[src/rtl/instr_ram_fetch_ctrl_if.sv]
// Signal bundle between the fetch controller, the core fetch port, the
// loader write port and the single-port instruction RAM.
interface instr_ram_fetch_ctrl_if #(
  parameter int unsigned ADDR_WIDTH = 15
);
  logic                  fetch_en_i;
  logic                  branch_i;
  logic [ADDR_WIDTH-1:0] branch_addr_i;
  logic                  instr_valid_o;
  logic                  instr_ready_i;
  logic [31:0]           instr_rdata_o;
  logic [ADDR_WIDTH-1:0] instr_addr_o;
  logic                  ld_req_i;
  logic [ADDR_WIDTH-1:0] ld_addr_i;
  logic [31:0]           ld_wdata_i;
  logic [3:0]            ld_be_i;
  logic                  ld_gnt_o;
  logic                  ram_en_o;
  logic                  ram_we_o;
  logic [ADDR_WIDTH-1:0] ram_addr_o;
  logic [31:0]           ram_wdata_o;
  logic [3:0]            ram_be_o;
  logic [31:0]           ram_rdata_i;

  // Controller side
  modport master (
    input  fetch_en_i, branch_i, branch_addr_i, instr_ready_i,
           ld_req_i, ld_addr_i, ld_wdata_i, ld_be_i, ram_rdata_i,
    output instr_valid_o, instr_rdata_o, instr_addr_o, ld_gnt_o,
           ram_en_o, ram_we_o, ram_addr_o, ram_wdata_o, ram_be_o
  );

  // Core / loader / RAM side
  modport slave (
    output fetch_en_i, branch_i, branch_addr_i, instr_ready_i,
           ld_req_i, ld_addr_i, ld_wdata_i, ld_be_i, ram_rdata_i,
    input  instr_valid_o, instr_rdata_o, instr_addr_o, ld_gnt_o,
           ram_en_o, ram_we_o, ram_addr_o, ram_wdata_o, ram_be_o
  );
endinterface

[src/rtl/instr_ram_fetch_ctrl.sv]
// Instruction fetch/prefetch controller in front of a single-port RAM with
// 1-cycle read latency. Loader writes take priority over fetch reads; a
// branch flushes the prefetch buffer and restarts fetch at the target.
module instr_ram_fetch_ctrl #(
  parameter int unsigned RAM_SIZE   = 32768,
  parameter int unsigned ADDR_WIDTH = $clog2(RAM_SIZE),
  parameter int unsigned FIFO_DEPTH = 4,
  parameter int unsigned BOOT_ADDR  = 0
) (
  input  logic                   clk,
  input  logic                   rstn_i,
  instr_ram_fetch_ctrl_if.master bus
);
  localparam int unsigned PTR_W = $clog2(FIFO_DEPTH);
  localparam int unsigned CNT_W = PTR_W + 1;
  localparam logic [31:0] BOOT_WORD = BOOT_ADDR & 32'hFFFF_FFFC;
  localparam logic [ADDR_WIDTH-1:0] BOOT_PC = BOOT_WORD[ADDR_WIDTH-1:0];

  logic [ADDR_WIDTH-1:0] pc;
  logic                  rd_pend;
  logic [ADDR_WIDTH-1:0] pend_addr;
  logic [ADDR_WIDTH-1:0] fifo_addr [FIFO_DEPTH];
  logic [31:0]           fifo_data [FIFO_DEPTH];
  logic [PTR_W-1:0]      wr_ptr;
  logic [PTR_W-1:0]      rd_ptr;
  logic [CNT_W-1:0]      count;

  logic [ADDR_WIDTH-1:0] tgt;
  logic [ADDR_WIDTH-1:0] rd_addr;
  logic [CNT_W:0]        occupancy;
  logic                  credit;
  logic                  rd;
  logic                  rd_seq;
  logic                  pop;
  logic                  push;
  logic                  valid;
  logic                  unused_low_bits;

  assign unused_low_bits = ^{bus.branch_addr_i[1:0], bus.ld_addr_i[1:0]};

  assign tgt     = {bus.branch_addr_i[ADDR_WIDTH-1:2], 2'b00};
  assign rd_addr = bus.branch_i ? tgt : pc;

  assign valid = (count != '0);
  assign pop   = valid & bus.instr_ready_i;

  // Buffered words plus the in-flight read, less the word leaving this cycle.
  assign occupancy = (CNT_W+1)'(count) + (CNT_W+1)'(rd_pend) - (CNT_W+1)'(pop);
  assign credit    = occupancy < (CNT_W+1)'(FIFO_DEPTH);

  assign rd_seq = ~bus.ld_req_i & ~bus.branch_i & bus.fetch_en_i & credit;
  assign rd     = ~bus.ld_req_i & (bus.branch_i | (bus.fetch_en_i & credit));

  // The read issued last cycle returns its data this cycle, so a branch in
  // this cycle drops that word directly instead of via a registered kill.
  assign push = rd_pend & ~bus.branch_i;

  assign bus.ld_gnt_o      = bus.ld_req_i;
  assign bus.instr_valid_o = valid;
  assign bus.instr_rdata_o = valid ? fifo_data[rd_ptr] : '0;
  assign bus.instr_addr_o  = valid ? fifo_addr[rd_ptr] : '0;

  // RAM pin mux: loader write, else branch/sequential read, else idle.
  always_comb begin
    bus.ram_en_o    = 1'b0;
    bus.ram_we_o    = 1'b0;
    bus.ram_addr_o  = '0;
    bus.ram_wdata_o = '0;
    bus.ram_be_o    = '0;
    if (rstn_i) begin
      if (bus.ld_req_i) begin
        bus.ram_en_o    = 1'b1;
        bus.ram_we_o    = 1'b1;
        bus.ram_addr_o  = {bus.ld_addr_i[ADDR_WIDTH-1:2], 2'b00};
        bus.ram_wdata_o = bus.ld_wdata_i;
        bus.ram_be_o    = bus.ld_be_i;
      end else if (rd) begin
        bus.ram_en_o   = 1'b1;
        bus.ram_addr_o = rd_addr;
        bus.ram_be_o   = 4'hF;
      end
    end
  end

  // Fetch pointer and pending-read tracking.
  always_ff @(posedge clk or negedge rstn_i) begin
    if (!rstn_i) begin
      pc        <= BOOT_PC;
      rd_pend   <= 1'b0;
      pend_addr <= '0;
    end else begin
      rd_pend   <= rd;
      pend_addr <= rd_addr;
      if (bus.branch_i) begin
        pc <= bus.ld_req_i ? tgt : tgt + ADDR_WIDTH'(4);
      end else if (rd_seq) begin
        pc <= pc + ADDR_WIDTH'(4);
      end
    end
  end

  // Prefetch buffer pointers and occupancy; a branch empties the buffer.
  always_ff @(posedge clk or negedge rstn_i) begin
    if (!rstn_i) begin
      wr_ptr <= '0;
      rd_ptr <= '0;
      count  <= '0;
    end else if (bus.branch_i) begin
      wr_ptr <= '0;
      rd_ptr <= '0;
      count  <= '0;
    end else begin
      if (push) wr_ptr <= wr_ptr + PTR_W'(1);
      if (pop)  rd_ptr <= rd_ptr + PTR_W'(1);
      count <= count + CNT_W'(push) - CNT_W'(pop);
    end
  end

  // Prefetch buffer storage; outputs are masked while empty, so no reset.
  always_ff @(posedge clk) begin
    if (push) begin
      fifo_addr[wr_ptr] <= pend_addr;
      fifo_data[wr_ptr] <= bus.ram_rdata_i;
    end
  end
endmodule

[src/flat_wrapper.sv]
// flat-port wrapper written by rule: the top's interface ports become plain ports
module instr_ram_fetch_ctrl_flat 
#(
  parameter int unsigned RAM_SIZE   = 32768,
  parameter int unsigned ADDR_WIDTH = $clog2(RAM_SIZE),
  parameter int unsigned FIFO_DEPTH = 4,
  parameter int unsigned BOOT_ADDR  = 0
)
  (clk, rstn_i, bus_fetch_en_i, bus_branch_i, bus_branch_addr_i, bus_instr_ready_i, bus_ld_req_i, bus_ld_addr_i, bus_ld_wdata_i, bus_ld_be_i, bus_ram_rdata_i, bus_instr_valid_o, bus_instr_rdata_o, bus_instr_addr_o, bus_ld_gnt_o, bus_ram_en_o, bus_ram_we_o, bus_ram_addr_o, bus_ram_wdata_o, bus_ram_be_o);
  instr_ram_fetch_ctrl_if #(.ADDR_WIDTH(ADDR_WIDTH)) bus_i ();
  input  logic clk;
  input  logic rstn_i;
  input wire logic [$bits(bus_i.fetch_en_i)-1:0] bus_fetch_en_i;
  input wire logic [$bits(bus_i.branch_i)-1:0] bus_branch_i;
  input wire logic [$bits(bus_i.branch_addr_i)-1:0] bus_branch_addr_i;
  input wire logic [$bits(bus_i.instr_ready_i)-1:0] bus_instr_ready_i;
  input wire logic [$bits(bus_i.ld_req_i)-1:0] bus_ld_req_i;
  input wire logic [$bits(bus_i.ld_addr_i)-1:0] bus_ld_addr_i;
  input wire logic [$bits(bus_i.ld_wdata_i)-1:0] bus_ld_wdata_i;
  input wire logic [$bits(bus_i.ld_be_i)-1:0] bus_ld_be_i;
  input wire logic [$bits(bus_i.ram_rdata_i)-1:0] bus_ram_rdata_i;
  output wire logic [$bits(bus_i.instr_valid_o)-1:0] bus_instr_valid_o;
  output wire logic [$bits(bus_i.instr_rdata_o)-1:0] bus_instr_rdata_o;
  output wire logic [$bits(bus_i.instr_addr_o)-1:0] bus_instr_addr_o;
  output wire logic [$bits(bus_i.ld_gnt_o)-1:0] bus_ld_gnt_o;
  output wire logic [$bits(bus_i.ram_en_o)-1:0] bus_ram_en_o;
  output wire logic [$bits(bus_i.ram_we_o)-1:0] bus_ram_we_o;
  output wire logic [$bits(bus_i.ram_addr_o)-1:0] bus_ram_addr_o;
  output wire logic [$bits(bus_i.ram_wdata_o)-1:0] bus_ram_wdata_o;
  output wire logic [$bits(bus_i.ram_be_o)-1:0] bus_ram_be_o;
  assign bus_i.fetch_en_i = bus_fetch_en_i;
  assign bus_i.branch_i = bus_branch_i;
  assign bus_i.branch_addr_i = bus_branch_addr_i;
  assign bus_i.instr_ready_i = bus_instr_ready_i;
  assign bus_i.ld_req_i = bus_ld_req_i;
  assign bus_i.ld_addr_i = bus_ld_addr_i;
  assign bus_i.ld_wdata_i = bus_ld_wdata_i;
  assign bus_i.ld_be_i = bus_ld_be_i;
  assign bus_i.ram_rdata_i = bus_ram_rdata_i;
  assign bus_instr_valid_o = bus_i.instr_valid_o;
  assign bus_instr_rdata_o = bus_i.instr_rdata_o;
  assign bus_instr_addr_o = bus_i.instr_addr_o;
  assign bus_ld_gnt_o = bus_i.ld_gnt_o;
  assign bus_ram_en_o = bus_i.ram_en_o;
  assign bus_ram_we_o = bus_i.ram_we_o;
  assign bus_ram_addr_o = bus_i.ram_addr_o;
  assign bus_ram_wdata_o = bus_i.ram_wdata_o;
  assign bus_ram_be_o = bus_i.ram_be_o;
  instr_ram_fetch_ctrl #(.RAM_SIZE(RAM_SIZE), .ADDR_WIDTH(ADDR_WIDTH), .FIFO_DEPTH(FIFO_DEPTH), .BOOT_ADDR(BOOT_ADDR)) u_core (.clk(clk), .rstn_i(rstn_i), .bus(bus_i));
endmodule
[config.mk]
export PLATFORM = sky130hd
export DESIGN_NAME = instr_ram_fetch_ctrl_flat
export DESIGN_NICKNAME = d
export VERILOG_FILES = /design/src/rtl/instr_ram_fetch_ctrl_if.sv /design/src/rtl/instr_ram_fetch_ctrl.sv /design/src/flat_wrapper.sv
export SDC_FILE = /design/constraint.sdc
export NUM_CORES = 1
export LEC_CHECK = 0
export BUFFER_PORTS_ARGS = -buffer_cell sky130_fd_sc_hd__buf_2
export CAP_MARGIN = 20
export CORE_UTILIZATION = 35
export DETAILED_ROUTE_END_ITERATION = 8
export SYNTH_ARGS = -nofsm -noshare
export SYNTH_HDL_FRONTEND = slang
export SYNTH_SLANG_ARGS = --single-unit
[constraint.sdc]
create_clock -name clk -period 6.8 [get_ports clk]
set_input_delay 0 -clock clk [delete_from_list [all_inputs] [get_ports clk]]
set_output_delay 0 -clock clk [all_outputs]
set_load 0.01 [all_outputs]
==> Word level (Yosys, flattened, before mapping) <==
Memory sizes are Yosys's and may differ from the RTL's.
Cells that the tools add are included.
{ "word_totals": {"regBits": 38, "mem_bits_rw": 188, "inputBits": 104, "output_inout_bits": 102, "word_cells": 57, "mem_count": 2} }
{ "classes": {"n_addsub": 8, "n_lt_le_gt_ge": 1, "mux": 26, "bitwise": 10, "reduce_logical": 4} }
{ "memory_table": {"columns": ["name", "depth", "word_bits", "rd", "rd_ports_with_merged_regs", "wr", "line", "source"], "rows": [
  ["u_core.fifo_data", 4, 32, 1, 0, 1, "instr_ram_fetch_ctrl.sv:23", "logic [31:0] fifo_data [FIFO_DEPTH];"],
  ["u_core.fifo_addr", 4, 15, 1, 0, 1, "instr_ram_fetch_ctrl.sv:22", "logic [ADDR_WIDTH-1:0] fifo_addr [FIFO_DEPTH];"]
]} }
{ "op_table": {"columns": ["op", "count"], "rows": [
  ["15-bit 2-to-1 mux", 8],
  ["32-bit 2-to-1 mux", 3],
  ["15-bit by 3-bit adder with 15-bit output (second input constant)", 2],
  ["4-bit 2-to-1 mux", 3],
  ["2-bit 2-to-1 mux", 4],
  ["1-bit AND", 7],
  ["1-bit 2-to-1 mux", 7],
  ["2-bit nonzero test", 3],
  ["2-bit by 1-bit adder with 2-bit output (second input constant)", 2],
  ["3-bit by 1-bit adder with 4-bit output", 1],
  ["4-bit by 3-bit less-than comparator with 1-bit output (second input constant)", 1],
  ["4-bit by 1-bit subtractor with 4-bit output", 1],
  ["3-bit by 1-bit adder with 3-bit output", 1],
  ["3-bit 2-to-1 mux", 1],
  ["3-bit nonzero test", 1],
  ["3-bit by 1-bit subtractor with 3-bit output", 1],
  ["1-bit inverter", 2],
  ["1-bit OR", 1]
]} }

==> Longest topological paths before layout <==
Gate-level depths: netlist of the first run.
{ "logic_depth": {"word_depth": 10, "ltp_mapped": 12, "ltp_nobuf": 10} }

==> Worst setup path before layout of the first run <==
Ideal clock, no wire load.
{ "synth_path": {"kind": "register -> register", "from": "reg u_core.count[1]", "to": "reg u_core.pc[12]", "setup_time_ps": 140, "arrival_ps": 2762, "required_ps": 6660, "setup_slack_ps": 3899, "stages_incl_launch_ff": 13, "n_path_buf": 2, "period_less_slack_ps": 2901, "cell_sequence": "dfrtp_1 inv_1 nand3_1 clkbuf_1 nand2_1 or2_2 ha_1 or3b_1 a311o_4 buf_6 a2111oi_4 xnor2_1 mux2i_1"} }
{ "synth_via": {"elab_chain_cells": 6, "elab_cells_between_ends": 7, "cone_classes": "2 x add/sub; 1 x order compare; 2 x bitwise; 2 x reduce/logical"} }
{ "synth_lines": {"columns": ["element", "line", "source"], "rows": [
  ["start: declaration", "instr_ram_fetch_ctrl.sv:26", "logic [CNT_W-1:0] count;"],
  ["start signal: assignment", "instr_ram_fetch_ctrl.sv:115", "count <= count + CNT_W'(push) - CNT_W'(pop);"],
  ["parallel branches: the longest is 2 deep, another holds 3-bit by 1-bit adder with 4-bit output", null, null],
  ["4-bit by 1-bit subtractor with 4-bit output (*)", "instr_ram_fetch_ctrl.sv:48", "assign occupancy = (CNT_W+1)'(count) + (CNT_W+1)'(rd_pend) - (CNT_W+1)'(pop);"],
  ["4-bit by 3-bit less-than comparator with 1-bit output (*)", "instr_ram_fetch_ctrl.sv:49", "assign credit = occupancy < (CNT_W+1)'(FIFO_DEPTH);"],
  ["1-bit AND (*)", "instr_ram_fetch_ctrl.sv:51", "assign rd_seq = ~bus.ld_req_i & ~bus.branch_i & bus.fetch_en_i & credit;"],
  ["2-bit nonzero test (no line) (*)", null, null],
  ["end signal: assignment", "instr_ram_fetch_ctrl.sv:95", "pc <= bus.ld_req_i ? tgt : tgt + ADDR_WIDTH'(4);"],
  ["end signal: assignment", "instr_ram_fetch_ctrl.sv:97", "pc <= pc + ADDR_WIDTH'(4);"],
  ["end: declaration", "instr_ram_fetch_ctrl.sv:19", "logic [ADDR_WIDTH-1:0] pc;"]
]} }
Every way passes the cells marked *.
A chain may end at the register's enable or synchronous reset.

==> Worst setup path in the final report of the first run <==
{ "layout_path": {"from": "reg u_core.count[0]", "to": "out bus_ram_addr_o[12]"} }
{ "layout_via": {"elab_chain_cells": 10, "elab_cells_between_ends": 11, "cone_classes": "2 x add/sub; 1 x order compare; 3 x mux; 4 x bitwise; 1 x reduce/logical"} }
{ "layout_lines": {"columns": ["element", "line", "source"], "rows": [
  ["parallel branches: the longest is 2 deep, another holds 3-bit by 1-bit adder with 4-bit output", null, null],
  ["4-bit by 1-bit subtractor with 4-bit output (*)", "instr_ram_fetch_ctrl.sv:48", null],
  ["4-bit by 3-bit less-than comparator with 1-bit output (*)", "instr_ram_fetch_ctrl.sv:49", null],
  ["1-bit AND (*)", "instr_ram_fetch_ctrl.sv:52", "assign rd = ~bus.ld_req_i & (bus.branch_i | (bus.fetch_en_i & credit));"],
  ["1-bit OR (*)", "instr_ram_fetch_ctrl.sv:52", null],
  ["1-bit AND (*)", "instr_ram_fetch_ctrl.sv:52", null],
  ["15-bit 2-to-1 mux (*)", "instr_ram_fetch_ctrl.sv:77", "end else if (rd) begin"],
  ["15-bit 2-to-1 mux (*)", "instr_ram_fetch_ctrl.sv:71", "if (bus.ld_req_i) begin"],
  ["15-bit 2-to-1 mux (*)", "instr_ram_fetch_ctrl.sv:70", "if (rstn_i) begin"],
  ["end: declaration", "flat_wrapper.sv:28", "output wire logic [$bits(bus_i.ram_addr_o)-1:0] bus_ram_addr_o;"]
]} }
Marked as above.

==> results of run 1 <==
-- logic make-up (layout without fill, tap and decap cells) --
group | Yosys count | in the layout | synth area share (%)
AOI/OAI and AO/OA | 45 | 45 | 4.39
xor gates and xnor gates | 28 | 28 | 2.58
adders and majority gates | 10 | 10 | 1.40
buffers and inverters | 51 | 309 | 2.32
DFF | 219 | 219 | 67.4
muxes | 67 | 67 | 13.3
other | 1 | 4 | 0.0395
and+or+nand+nor | 137 | 137 | 8.53
-- critical path, cell delays in order, from the launching register on --
cell and delay [ps]:
dfrtp_1 390, inv_1 90, nand3_2 250, nand2_1 120, or2_2 290, ha_1 210, or3b_1 360, a311o_4 440
a31oi_1 730, buf_4 290, a32o_1 170, buf_2 130
-- power by group through the flow --
stage	sequential [mW]	combinational (mW)	clock [mW]
after detailed placement	1.70	0.888	0
after global routing	1.69	0.995	1.33
final	1.67	0.908	1.24
after floorplan	1.60	0.644	0
after global placement	1.70	0.882	0
after CTS	1.67	0.913	1.28
-- flip-flops by register name, indices dropped and copies added (netlist names) --
register / count
u_core.rd_pend: 1
u_core.fifo_data: 128
u_core.pc: 13
u_core.pend_addr: 14
u_core.wr_ptr: 2
u_core.count: 3
u_core.fifo_addr: 56
u_core.rd_ptr: 2
-- worst max path at each step --
stage / endpoint / depth (start not counted) / slack, ps
floorplan: u_core.pc[12] / 12 / 3900
global placement: bus_ram_addr_o[10] / 11 / 2730
detailed placement: bus_ram_addr_o[12] / 11 / 2680
CTS: bus_ram_addr_o[12] / 11 / 2130
global route: bus_ram_addr_o[12] / 11 / 2520
finish: bus_ram_addr_o[12] / 11 / 2820
-- cell usage in the layout (no fill, tap or decap), drive strengths merged, types with 4 or more instances in the layout --
master,instances
xor2,10
nor2b,4
edfxtp,184
mux2,12
ha,9
xnor2,18
a2111oi,6
buf,208
a211oi,5
nand3,9
a32o,13
nor2,6
mux2i,9
nand2,16
dfrtp,35
dlygate4sd3,49
inv,11
a21oi,9
clkbuf,32
o21ai,6
nand4,5
mux4,46
clkinv,5
and2,52
and3,32
-- cell type report --
class | instances | area, sq um
fillers | 2286 | 14300
flip-flops and latches | 219 | 6410
multi-input cells | 290 | 2890
repair buffers | 257 | 1570
clock buffers | 32 | 652
well taps | 335 | 419
clock inverters | 8 | 105
inverters | 12 | 45.0
diodes | 1 | 2.50
-- layer usage --
layer  share of wire [%]  track usage [%]  vias up
met4                 1.5             3.54        0
met3                 5.7             2.52       29
met1                  43             18.7     2789
met5                   0                0        -
met2                  50             26.0      214
li1                    -                -     2648
==> flow_summary_export.csv, run 1 <==
group,metric,value,unit
power,pwr_density_cell,316,mW/mm^2
power,pwr-share-comb,23.8,%
global_route,grt_pass1_wl,31700,um
placed_design,post-place-ws,2680,ps
clock_tree,numCtsBuffers,24,
clock_tree,clock-sinks,219,
synth,netlist_instances,558,
global_route,grt_start_max_net_pins,82,
power,power,3.82,mW
synth,synth-edff-count,184,
route,drt_wl_total,20400,um
route,route.detailed.drc,0,
floorplan,dieArea,0.0278,sq mm
worst_hold_path,hold-path-endpoint,"u_core.rd_ptr[1]",
synth,yosysTopAreaCellShare,58.2,%
route,drt_pre_antenna_iters,4,
timing,hold_viol,0,
placed_design,dp_hpwl,12500,um
layout,nets,918,
power,p_leak,4.62,nW
route,first_iter_violations,304,
clock_tree,post-cts-setup-buffer-count,0,
placed_design,dp.cells,1063,
clock_tree,cts_root_buf,"clkbuf_16",
synth,synth_top_area_cell,"edfxtp_1",
critical_path,critPathRequiredTime,6800,ps
synth,synth_ff_type,"edfxtp_1",
floorplan,core.rowCount,59,
critical_path,rr_endpoint,"u_core.rd_pend",
critical_path,r2r-start,"u_core.count[0]",
clock_tree,worstSkewPairLatency,510,ps
global_route,grt_antenna_before_repair,1,
worst_hold_path,min_delay_path_depth,2,
placed_design,place_area,0.0108,sq mm
run,cap_viol_max_count,0,
timing,min_period,3980,ps
global_route,grt_overflow_total,0,
timing,tightest_slew,1000,ps
run_status,status,"complete, no violations",
critical_path,arrival,3980,ps
critical_path,ff2ff_path_depth,9,
layout,final_cells,1154,
route,routedWlPerCell,17.7,um
clock_tree,clk_pin_slew,60,ps
critical_path,worst-path-max-fanout,15,
synth,netlist-cell-type-count,44,
synth,yosysSeqAreaShare,67.4,%
clock_tree,h-tree-depth,1,
clock_tree,clock_path_buffers,3,
power,p_clk_share,32.6,%
synth,syn_avg_cell_area,17.0,sq um
synth,yosys_warnings,0,
route,vias_per_cell,4.92,
power,p_switching,1.05,mW
synth,synth_seq_cells,219,
clock_tree,cts.repair.resized,0,
critical_path,critPathKind,"register to output port",
placed_design,gp_congestion,0.819,
timing,timing.final.crit_share,58.6,%
route,ant_nets,0,
timing,slew_headroom,33.3,%
synth,synthTopCellsByArea,"edfxtp_1, mux4_2, dfrtp_1, and2_1, and3_1",
timing,slew_viol_final,0,
clock_tree,cts_hold_buf,49,
layout,drive_gt1_share,38.5,%
critical_path,r2r_slack,3560,ps
worst_hold_path,min_from,"bus_branch_i",
floorplan,die_w,167,um
timing,timing.fmax,251,MHz
power,pwr-share-seq,43.6,%
floorplan,io-pin-count,206,
synth,synth_common_cells,"edfxtp_1, and2_1, mux4_2, dfrtp_1, and3_1",
global_route,grt_pass1_vias,5766,
worst_hold_path,hold_class,"primary input to register",
synth,syn_area,0.00949,sq mm
power,p_int,2.77,mW
route,vias,5680,
global_route,grtUsageTotal,14.7,%
layout,final_area,0.0121,sq mm
synth,async_reset_ff_share,16.0,%
critical_path,startpoint,"u_core.count[0]",
layout,final_util,45.8,%
placed_design,io_buffers,199,
clock_tree,tritoncts,"yes",
critical_path,cp-end-kind,"output port",
timing,setup-violations-final,0,
power,switching_share,27.6,%
timing,skew,8.68,ps
timing,timing.final.ws_setup,2820,ps
timing,rsz0062_at_grt,"no",
layout,syn2layout_area_growth,27.3,%
floorplan,fp.dieH,167,um
floorplan,core_area,0.0264,sq mm
timing,holdWs,70.9,ps
critical_path,cp-start-kind,"register",
synth,yosysMostFrequentCell,"edfxtp_1",
floorplan,start_util,36.0,%
power,ir_drop,152,uV
timing,final.setup.tns,0,ps
Power figures use the tool's default switching activity.
==> run 2: changes to the inputs <==
Clock period 6.8 ns to 3.76 ns, I/O delays scaled along.
==> flow_summary_export.csv, run 2 (synthesized netlist as in run 1, its figures left out) <==
group,metric,value,unit
floorplan,start_util,36.0,%
timing,tightest_slew,1000,ps
clock_tree,cts_root_buf,"clkbuf_16",
clock_tree,clock-sinks,219,
route,drt_wl_total,20300,um
route,drt_pre_antenna_iters,4,
clock_tree,h-tree-depth,1,
floorplan,core.rowCount,59,
timing,timing.fmax,307,MHz
critical_path,ff2ff_path_depth,10,
timing,skew,14.2,ps
floorplan,dieArea,0.0278,sq mm
global_route,grtUsageTotal,14.7,%
power,ir_drop,316,uV
global_route,grt_antenna_before_repair,1,
critical_path,crit_end,"bus_ram_addr_o[4]",
global_route,grt_overflow_total,0,
critical_path,arrival,3260,ps
route,vias,5591,
timing,holdWs,70.3,ps
layout,reg.largest.list,"u_core.fifo_data (128), u_core.fifo_addr (56), u_core.pend_addr (14)",
run_status,status,"complete, no violations",
clock_tree,clk_pin_slew,60,ps
timing,slew_viol_final,0,
layout,fillers,2270,
timing,rsz0062_at_grt,"no",
layout,mostFrequentLayoutCells,"buf_2, edfxtp_1, dlygate4sd3_1",
timing,timing.final.ws_setup,503,ps
layout,top_register,"u_core.fifo_data",
global_route,grt_start_max_net_pins,82,
route,ant_nets,0,
route,vias_per_cell,4.80,
timing,min_period,3260,ps
critical_path,critPathKind,"register to output port",
layout,largest_reg_flops,128,
timing,hold_viol,0,
clock_tree,clock_path_buffers,3,
placed_design,gp_congestion,0.806,
timing,slew_headroom,33.3,%
critical_path,startpoint,"u_core.count[2]",
critical_path,worst-path-max-fanout,15,
clock_tree,worstSkewPairLatency,510,ps
route,routedWlPerCell,17.4,um
floorplan,io-pin-count,206,
floorplan,die_w,167,um
run,cap_viol_max_count,0,
power,p_leak,4.66,nW
layout,drive_gt1_share,38.7,%
critical_path,rr_endpoint,"u_core.pc[11]",
timing,final.setup.tns,0,ps
layout,nets,925,
timing,setup-violations-final,0,
clock_tree,numCtsBuffers,24,
floorplan,fp.dieH,167,um
critical_path,r2r_slack,1060,ps
critical_path,r2r-start,"u_core.count[2]",
critical_path,slowest_delay,440,ps
layout,final_common_cell,"buf_2",
placed_design,dp.cells,1068,
worst_hold_path,hold_class,"primary input to register",
global_route,grt_pass1_vias,5819,
global_route,grt_pass1_wl,31900,um
critical_path,cp-start-kind,"register",
placed_design,io_buffers,199,
route,route.detailed.drc,0,
placed_design,dp_hpwl,12900,um
layout,final_cells,1164,
layout,final_util,46.0,%
power,pwr_density_cell,567,mW/mm^2
layout,syn2layout_area_growth,27.8,%
layout,multi_input_area,0.00289,sq mm
timing,timing.final.crit_share,86.6,%
critical_path,slowest_stage,"a311o_4",
layout,antennaDiodeCount,0,
placed_design,post-place-ws,1030,ps
critical_path,cp-end-kind,"output port",
floorplan,core_area,0.0264,sq mm
layout,ff_latch_area,0.00641,sq mm
critical_path,critPathRequiredTime,3760,ps
route,first_iter_violations,267,
critical_path,path_cells,"inv_1, nand3_2, nand2_1, or2_2, ha_1, or3b_1, a311o_4, a31oi_1, buf_4, a32o_1, buf_2",
clock_tree,tritoncts,"yes",
[run 2: changes by cell type in the layout (fill, tap and decap cells not counted), moves of 3 or more]
cell / delta
clkinv_1: +3
clkinv_2: +5
clkinv_4: -3
dlygate4sd3_1: +3
buf_4: +5
[run 2: worst max-delay path: cells and delay by family, from the launching register on]
kind	cells	cell delay (ps)
DFF	1	380
buffers and inverters	3	430
and+or+nand+nor	4	800
AOI/OAI and AO/OA	3	940
adders and majority gates	1	210
[run 2: routing by layer]
metal / vias to the layer above / part of all wire [%] / GRT usage (%)
li1: 2675 / - / -
met1: 2698 / 44 / 18.8
met2: 195 / 50 / 26.2
met3: 23 / 5.4 / 2.40
met4: 0 / 1.3 / 2.90
met5: - / 0 / 0
[run 2: final cells by class]
cell class / instances / area share [%]
Sequential cell: 219 / 52.8
Multi-Input combinational cell: 290 / 23.8
Timing Repair Buffer: 264 / 13.3
Clock buffer: 31 / 5.25
Tap cell: 335 / 3.46
Clock inverter: 13 / 1.02
Inverter: 12 / 0.371
[run 2: how the worst min path moves through the flow]
stage	from	end	slack (ps)	cells after the start
after detailed placement	bus_ram_rdata_i[23]	u_core.fifo_data[0][23]	220	1
after CTS	bus_branch_i	u_core.rd_ptr[0]	40	2
after global routing	bus_branch_i	u_core.wr_ptr[0]	90	2
after floorplan	rstn_i	u_core.count[0]	-300	0
final	bus_branch_i	u_core.wr_ptr[0]	70	2
after global placement	bus_ram_rdata_i[3]	u_core.fifo_data[1][3]	220	1
[run 2: metrics by stage]
| step | area [sq um] | total power [mW] |
|---|---|---|
| finish | 12100 | 6.88 |
| detailed placement | 10900 | 4.69 |
| global route | 12100 | 7.22 |
| global placement | 10900 | 4.68 |
| CTS | 12100 | 6.97 |
| floorplan | 9500 | 4.06 |
[run 2: repair_timing]
action | in CTS | in global routing
gates resized for setup | 0 | 0
hold endpoints to repair | 191 | 0
buffers inserted | 0 | 0
hold buffers | 52 | 0
[run 2: power breakdown]
| part | total (mW) | switching [mW] | internal (mW) |
|---|---|---|---|
| sequential | 3.02 | 0.226 | 2.80 |
| clock | 2.24 | 0.904 | 1.33 |
| combinational | 1.62 | 0.776 | 0.840 |
| total | 6.88 | 1.91 | 4.97 |
